[src/rtl/mem_ctrl_if.sv]
// Request/response channel between the CPU datapath and the load/store controller.
// master = CPU side, slave = mem_ctrl.
interface mem_ctrl_if #(
   parameter int AW = 12,
   parameter int DW = 32
);
   logic          req_valid;
   logic          req_ready;
   logic          req_we;
   logic [1:0]    req_size;
   logic          req_signed;
   logic [AW-1:0] req_addr;
   logic [DW-1:0] req_wdata;
   logic          rsp_valid;
   logic          rsp_ready;
   logic [DW-1:0] rsp_rdata;
   logic          rsp_err;

   modport master (
      output req_valid, req_we, req_size, req_signed, req_addr, req_wdata, rsp_ready,
      input  req_ready, rsp_valid, rsp_rdata, rsp_err
   );

   modport slave (
      input  req_valid, req_we, req_size, req_signed, req_addr, req_wdata, rsp_ready,
      output req_ready, rsp_valid, rsp_rdata, rsp_err
   );
endinterface

[src/rtl/mem_ctrl.sv]
// Byte/half/word load-store controller in front of a 1024x32 RAM with registered read.
// Optional MEM_CTRL_ALIGN_CHECK_EN: reject misaligned accesses and size 11 with rsp_err.
module mem_ctrl #(
   parameter int AW = 12,
   parameter int DW = 32
) (
   input  logic          clk,
   input  logic          rst_n,
   mem_ctrl_if.slave     bus,
   output logic          mem_we_o,
   output logic [AW-3:0] mem_addr_o,
   output logic [DW-1:0] mem_din_o,
   input  logic [DW-1:0] mem_dout_i
);

   typedef enum logic [2:0] {IDLE, RD, CAP, WR, RESP} state_t;

   state_t        state_q, state_d;
   logic          we_q, signed_q;
   logic [1:0]    size_q;
   logic [AW-1:0] addr_q;
   logic [DW-1:0] wdata_q, rdata_q, din_q;
   logic [DW-1:0] rdata_d, merged_d;
   logic [3:0]    lane_sel;
   logic [7:0]    byte_v;
   logic [15:0]   half_v;
   logic          accept, req_err;
   logic [1:0]    size_in;

   assign accept = (state_q == IDLE) && bus.req_valid;

`ifdef MEM_CTRL_ALIGN_CHECK_EN
   logic err_q;

   assign req_err = (bus.req_size == 2'b11) ||
                    ((bus.req_size == 2'b01) && bus.req_addr[0]) ||
                    ((bus.req_size == 2'b10) && (bus.req_addr[1:0] != 2'b00));
   assign size_in = bus.req_size;
   assign bus.rsp_err = err_q;

   always_ff @(posedge clk or negedge rst_n) begin
      if (!rst_n) begin
         err_q <= 1'b0;
      end else if (accept) begin
         err_q <= req_err;
      end
   end
`else
   // Without checking, size 11 behaves as a word and low address bits are masked by the lane logic.
   assign req_err = 1'b0;
   assign size_in = (bus.req_size == 2'b11) ? 2'b10 : bus.req_size;
   assign bus.rsp_err = 1'b0;
`endif

   // Byte lanes written by a store: the right-aligned store data is steered onto its lane.
   generate
      for (genvar gi = 0; gi < 4; gi++) begin : g_lane
         localparam logic [1:0] LANE = 2'(gi);
         localparam int         HB   = gi % 2;
         logic [7:0] store_byte;

         assign lane_sel[gi] = (size_q == 2'b00) ? (addr_q[1:0] == LANE) :
                               (size_q == 2'b01) ? (addr_q[1] == LANE[1]) : 1'b1;
         assign store_byte   = (size_q == 2'b00) ? wdata_q[7:0] :
                               (size_q == 2'b01) ? wdata_q[8*HB +: 8] : wdata_q[8*gi +: 8];
         assign merged_d[8*gi +: 8] = lane_sel[gi] ? store_byte : mem_dout_i[8*gi +: 8];
      end
   endgenerate

   assign byte_v = mem_dout_i[{addr_q[1:0], 3'b000} +: 8];
   assign half_v = addr_q[1] ? mem_dout_i[31:16] : mem_dout_i[15:0];

   always_comb begin
      case (size_q)
         2'b00:   rdata_d = {{(DW-8){signed_q & byte_v[7]}}, byte_v};
         2'b01:   rdata_d = {{(DW-16){signed_q & half_v[15]}}, half_v};
         default: rdata_d = mem_dout_i;
      endcase
   end

   always_ff @(posedge clk or negedge rst_n) begin
      if (!rst_n) begin
         state_q  <= IDLE;
         we_q     <= 1'b0;
         size_q   <= 2'b00;
         signed_q <= 1'b0;
         addr_q   <= '0;
         wdata_q  <= '0;
         rdata_q  <= '0;
         din_q    <= '0;
      end else begin
         state_q <= state_d;
         if (accept) begin
            we_q     <= bus.req_we;
            size_q   <= size_in;
            signed_q <= bus.req_signed;
            addr_q   <= bus.req_addr;
            wdata_q  <= bus.req_wdata;
            rdata_q  <= '0;
         end
         if (state_q == CAP) begin
            rdata_q <= rdata_d;
         end
         if (state_q == WR) begin
            din_q <= merged_d;
         end
      end
   end

   assign bus.rsp_rdata = rdata_q;
   assign mem_addr_o    = addr_q[AW-1:2];

   always_comb begin
      state_d       = state_q;
      bus.req_ready = 1'b0;
      bus.rsp_valid = 1'b0;
      mem_we_o      = 1'b0;
      mem_din_o     = din_q;
      case (state_q)
         IDLE: begin
            bus.req_ready = 1'b1;
            if (bus.req_valid) begin
               if (req_err) begin
                  state_d = RESP;
               end else if (!bus.req_we) begin
                  state_d = RD;
               end else if (size_in == 2'b10) begin
                  state_d = WR;
               end else begin
                  state_d = RD;
               end
            end
         end
         RD: begin
            state_d = we_q ? WR : CAP;
         end
         CAP: begin
            state_d = RESP;
         end
         WR: begin
            mem_we_o  = 1'b1;
            mem_din_o = merged_d;
            state_d   = RESP;
         end
         RESP: begin
            bus.rsp_valid = 1'b1;
            if (bus.rsp_ready) begin
               state_d = IDLE;
            end
         end
         default: begin
            state_d = IDLE;
         end
      endcase
   end

endmodule

[src/flat_wrapper.sv]
// flat-port wrapper written by rule: the top's interface ports become plain ports
module mem_ctrl_flat 
#(
   parameter int AW = 12,
   parameter int DW = 32
)
  (clk, rst_n, mem_we_o, mem_addr_o, mem_din_o, mem_dout_i, bus_req_valid, bus_req_we, bus_req_size, bus_req_signed, bus_req_addr, bus_req_wdata, bus_rsp_ready, bus_req_ready, bus_rsp_valid, bus_rsp_rdata, bus_rsp_err);
  mem_ctrl_if #(.AW(AW), .DW(DW)) bus_i ();
  input  logic clk;
  input  logic rst_n;
  output logic mem_we_o;
  output logic [AW-3:0] mem_addr_o;
  output logic [DW-1:0] mem_din_o;
  input  logic [DW-1:0] mem_dout_i;
  input wire logic [$bits(bus_i.req_valid)-1:0] bus_req_valid;
  input wire logic [$bits(bus_i.req_we)-1:0] bus_req_we;
  input wire logic [$bits(bus_i.req_size)-1:0] bus_req_size;
  input wire logic [$bits(bus_i.req_signed)-1:0] bus_req_signed;
  input wire logic [$bits(bus_i.req_addr)-1:0] bus_req_addr;
  input wire logic [$bits(bus_i.req_wdata)-1:0] bus_req_wdata;
  input wire logic [$bits(bus_i.rsp_ready)-1:0] bus_rsp_ready;
  output wire logic [$bits(bus_i.req_ready)-1:0] bus_req_ready;
  output wire logic [$bits(bus_i.rsp_valid)-1:0] bus_rsp_valid;
  output wire logic [$bits(bus_i.rsp_rdata)-1:0] bus_rsp_rdata;
  output wire logic [$bits(bus_i.rsp_err)-1:0] bus_rsp_err;
  assign bus_i.req_valid = bus_req_valid;
  assign bus_i.req_we = bus_req_we;
  assign bus_i.req_size = bus_req_size;
  assign bus_i.req_signed = bus_req_signed;
  assign bus_i.req_addr = bus_req_addr;
  assign bus_i.req_wdata = bus_req_wdata;
  assign bus_i.rsp_ready = bus_rsp_ready;
  assign bus_req_ready = bus_i.req_ready;
  assign bus_rsp_valid = bus_i.rsp_valid;
  assign bus_rsp_rdata = bus_i.rsp_rdata;
  assign bus_rsp_err = bus_i.rsp_err;
  mem_ctrl #(.AW(AW), .DW(DW)) u_core (.clk(clk), .rst_n(rst_n), .bus(bus_i), .mem_we_o(mem_we_o), .mem_addr_o(mem_addr_o), .mem_din_o(mem_din_o), .mem_dout_i(mem_dout_i));
endmodule
[config.mk]
export PLATFORM = sky130hd
export DESIGN_NAME = mem_ctrl_flat
export DESIGN_NICKNAME = d
export VERILOG_FILES = /design/src/rtl/mem_ctrl_if.sv /design/src/rtl/mem_ctrl.sv /design/src/flat_wrapper.sv
export SDC_FILE = /design/constraint.sdc
export NUM_CORES = 1
export LEC_CHECK = 0
export CORE_ASPECT_RATIO = 1.25
export CORE_MARGIN = 2
export CORE_UTILIZATION = 48
export DETAILED_ROUTE_END_ITERATION = 8
export PLACE_DENSITY_LB_ADDON = 0.3
export SLEW_MARGIN = 5
export SYNTH_ARGS = -nofsm -noshare
export SYNTH_HDL_FRONTEND = slang
export SYNTH_SLANG_ARGS = --single-unit
[constraint.sdc]
create_clock -name clk -period 2.2 [get_ports clk]
set_input_delay 0.44 -clock clk [delete_from_list [all_inputs] [get_ports clk]]
set_output_delay 0.44 -clock clk [all_outputs]
set_load 0.05 [all_outputs]
==> results by group <==
Timing
  – Fmax: 0.389 GHz
  – Max-slew violations: 0
  – Setup TNS: -7630 ps
  – RSZ-0062 raised after global routing: true
  – Hold Vio Cnt, Final: 0
  – Final min period: 2570 ps
  – Slew headroom: 28.1%
  – Fin worst setup slack: -371 ps
  – Worst Max-Slew Pin Slew: 1070 ps
  – Setup Skew: 5.20 ps
  – Final period util: 117%
  – Final setup vio count: 32

Detailed routing
  – Routed wire length: 18700 um
  – Antenna viol nets, final: 0
  – Metal2 WL: 9230 um
  – Metal3 WL: 1400 um
  – DR top layer: met4
  – Initial drt markers: 443
  – DRT met1 WL: 6850 um
  – Detail-routed via count per cell: 6.21
  – Number of vias in the routed layout: 4943
  – 1st-pass router iterations: 7
  – Routed length per placed instance: 23.4 um
  – DRC: 0

Power and ir drop
  – Maximum vdd drop: 0.000916 V
  – Lkg Pwr: 3.82 nW
  – Power Density: 1950 nW/um2
  – Tot Pwr: 17.4 mW

Floorplan
  – Die span in x: 100 um
  – Row count: 44
  – IO Count: 162
  – DIE HEIGHT: 125 um
  – Core Region: 11500 um2
  – Starting Density: 48.6%
  – Die Footprint: 12500 um2

Run status
  – Outcome: finished, violations left
  – Violated checks: negative setup slack

Placement
  – IO buf count: 160
  – Final HPWL DP: 12300 um
  – Post-place instance area: 7800 um2
  – Final Wtd Congestion: 0.884

Worst setup path
  – WP buf/inv: 2
  – Critical path's top delay family: flip-flops
  – Slowest stage delay, CP: 450 ps
  – Crit-path most repeated cell: buf_12
  – Crit path max fanout: 7
  – Crit-path slowest cell: dfrtp_2
  – CP Data Arrival Time: 2130 ps
  – FF-to-FF path depth: 4
  – Critical Path Stages: 6
  – Setup CP Type: reg -> out
  – Startpoint types: flip-flop
  – CP required: 1760 ps
  – Critical path capture point type: primary output
  – Critical path cell sequence: or2_4 > a21oi_4 > buf_12 > mux2i_4 > o21ai_2 > buf_12

Clock tree
  – Sink Count: 115
  – Reg clk slew, reported paths: 50 ps
  – CTS buffer count: 17
  – Clock latency at the later pin of the worst-skew pair: 410 ps
  – Max clock buf depth: 2
  – TritonCTS clock tree: done
  – H-tree Lvls: 4
  – CTS root buf: clkbuf_16

Cells and area
  – Most frequent cells in the layout: 124 x clkdlybuf4s50_1, 113 x dfrtp_1, 63 x mux2_2
  – Share of layout cells above drive strength 1: 39.2%
  – Nets@finish: 731
  – Most common cell after layout, fill and taps aside: clkdlybuf4s50_1
  – Final instance area: 8930 um2
  – Ant. Diodes: 0
  – Synthesis-to-finish area growth: 59.8%

Yosys
  – Count of cell types in the netlist: 41
  – Share of the synthesized area in the top cell type: 51.5%
  – Yosys top cell by area: dfrtp_1
  – Synth Net Count: 552
  – Mean Syn Cell Area: 11.9 um2
  – Synth warn: 0
  – Seq cells post-synth: 115
  – Largest cells by area after synthesis: dfrtp_1 52%, mux2_2 14%, mux2i_1 7.3%
  – Synth Cell Area: 5590 um2
  – Cell count after synthesis: 468
  – Sequential area share after synthesis: 51.5%

GRT
  – Total track usage: 28.9%
  – Initial antenna violation count: 0
  – Congestion Overflow GR: 0
  – Largest net degree at the start of global routing: 64
  – First-pass GRT wire length: 27200 um
  – Vias in the first global route: 4890

Min path
  – Hold Crit Class: in -> async

Flow run
  – Max_cap viols: 0
[synth_stat cells (all sizes together)]
| library cell | n |
|---|---|
| dfrtp | 115 |
| mux2 | 71 |
| o21ai | 56 |
| nand2 | 53 |
| mux2i | 41 |
| buf | 32 |
| a221o | 22 |
| a22o | 15 |
| clkbuf | 14 |
| a222oi | 8 |
| nor3 | 6 |
| inv | 5 |
| a21oi | 3 |
| nand2b | 3 |
| nor2 | 3 |
| nor3b | 3 |
| a21o | 2 |
| a32oi | 2 |
| and2 | 2 |
| nor2b | 2 |
| a211oi | 1 |
| a22oi | 1 |
| a31oi | 1 |
| and2b | 1 |
| and3 | 1 |
| conb | 1 |
| nand3b | 1 |
| nor4b | 1 |
| o2111ai | 1 |
| or2 | 1 |
[timing repair]
item	CTS	global route
endpoints found under the setup margin	32	32
buffers inserted	12	4
pin swaps	14	7
hold endpoints to repair	20	0
gates resized for setup	55	25
hold buffers	1	0
[registers in the layout, indices dropped and copies added, names as in the netlist]
signal,cells
u_core.addr_q,12
u_core.size_q,2
u_core.we_q,1
u_core.wdata_q,32
u_core.state_q,3
u_core.din_q,32
u_core.signed_q,1
u_core.bus.rsp_rdata,32
[final timing paths]
| kind | to | from | slack, ps |
|---|---|---|---|
| min reg2reg | u_core.bus.rsp_rdata[0]$_DFFE_PN0P_ | u_core.bus.rsp_rdata[0]$_DFFE_PN0P_ | 480 |
| max reg2reg | u_core.bus.rsp_rdata[21]$_DFFE_PN0P_ | u_core.state_q[1]$_DFFE_PN0P_ | 240 |
| max in group asynchronous | u_core.wdata_q[22]$_DFFE_PN0P_ | rst_n | 980 |
| max | mem_din_o[9] | u_core.size_q[0]$_DFFE_PN0P_ | -370 |
| min | u_core.din_q[21]$_DFF_PN0_ | rst_n | 480 |
| min in group clk | u_core.bus.rsp_rdata[0]$_DFFE_PN0P_ | u_core.bus.rsp_rdata[0]$_DFFE_PN0P_ | 480 |
[report_power, final]
part | total, mW | internal (mW) | switching [mW]
clock network | 2.82 | 1.88 | 0.937
registers | 3.74 | 3.05 | 0.696
logic | 10.8 | 4.95 | 5.86
total | 17.4 | 9.88 | 7.49
[metrics by stage]
stage	hold slack (ps)	setup WS (ps)	std cells	util [%]
final	483	-371	796	77.6
after floorplan	144	-152	468	-
after global routing	515	-363	796	77.6
after global placement	354	60.1	749	67.8
after CTS	486	-201	792	75.9
after detailed placement	357	28.2	749	67.8
[cell type report]
type / count / area [um2]
Sequential cell: 115 / 2880
Multi-Input combinational cell: 302 / 2850
Fill cell: 654 / 2580
Timing Repair Buffer: 206 / 2390
Clock buffer: 21 / 480
Tap cell: 138 / 173
Clock inverter: 9 / 129
Inverter: 5 / 18.8
[layer usage]
metal / global-route usage [%] / vias up
met1: 35.6 / 2449
li1: - / 2081
met3: 5.78 / 88
met5: 0 / -
met4: 15.7 / 0
met2: 47.2 / 325
[cell families after synthesis]
kind of cell	share of synthesized area (%)
AO/OA/AOI/OAI	14.9
multiplexers	21.7
other	0.0671
buffers and inverters	5.20
AND/OR/NAND/NOR	6.65
flip-flops	51.5
(Power assumes the default switching activity.)
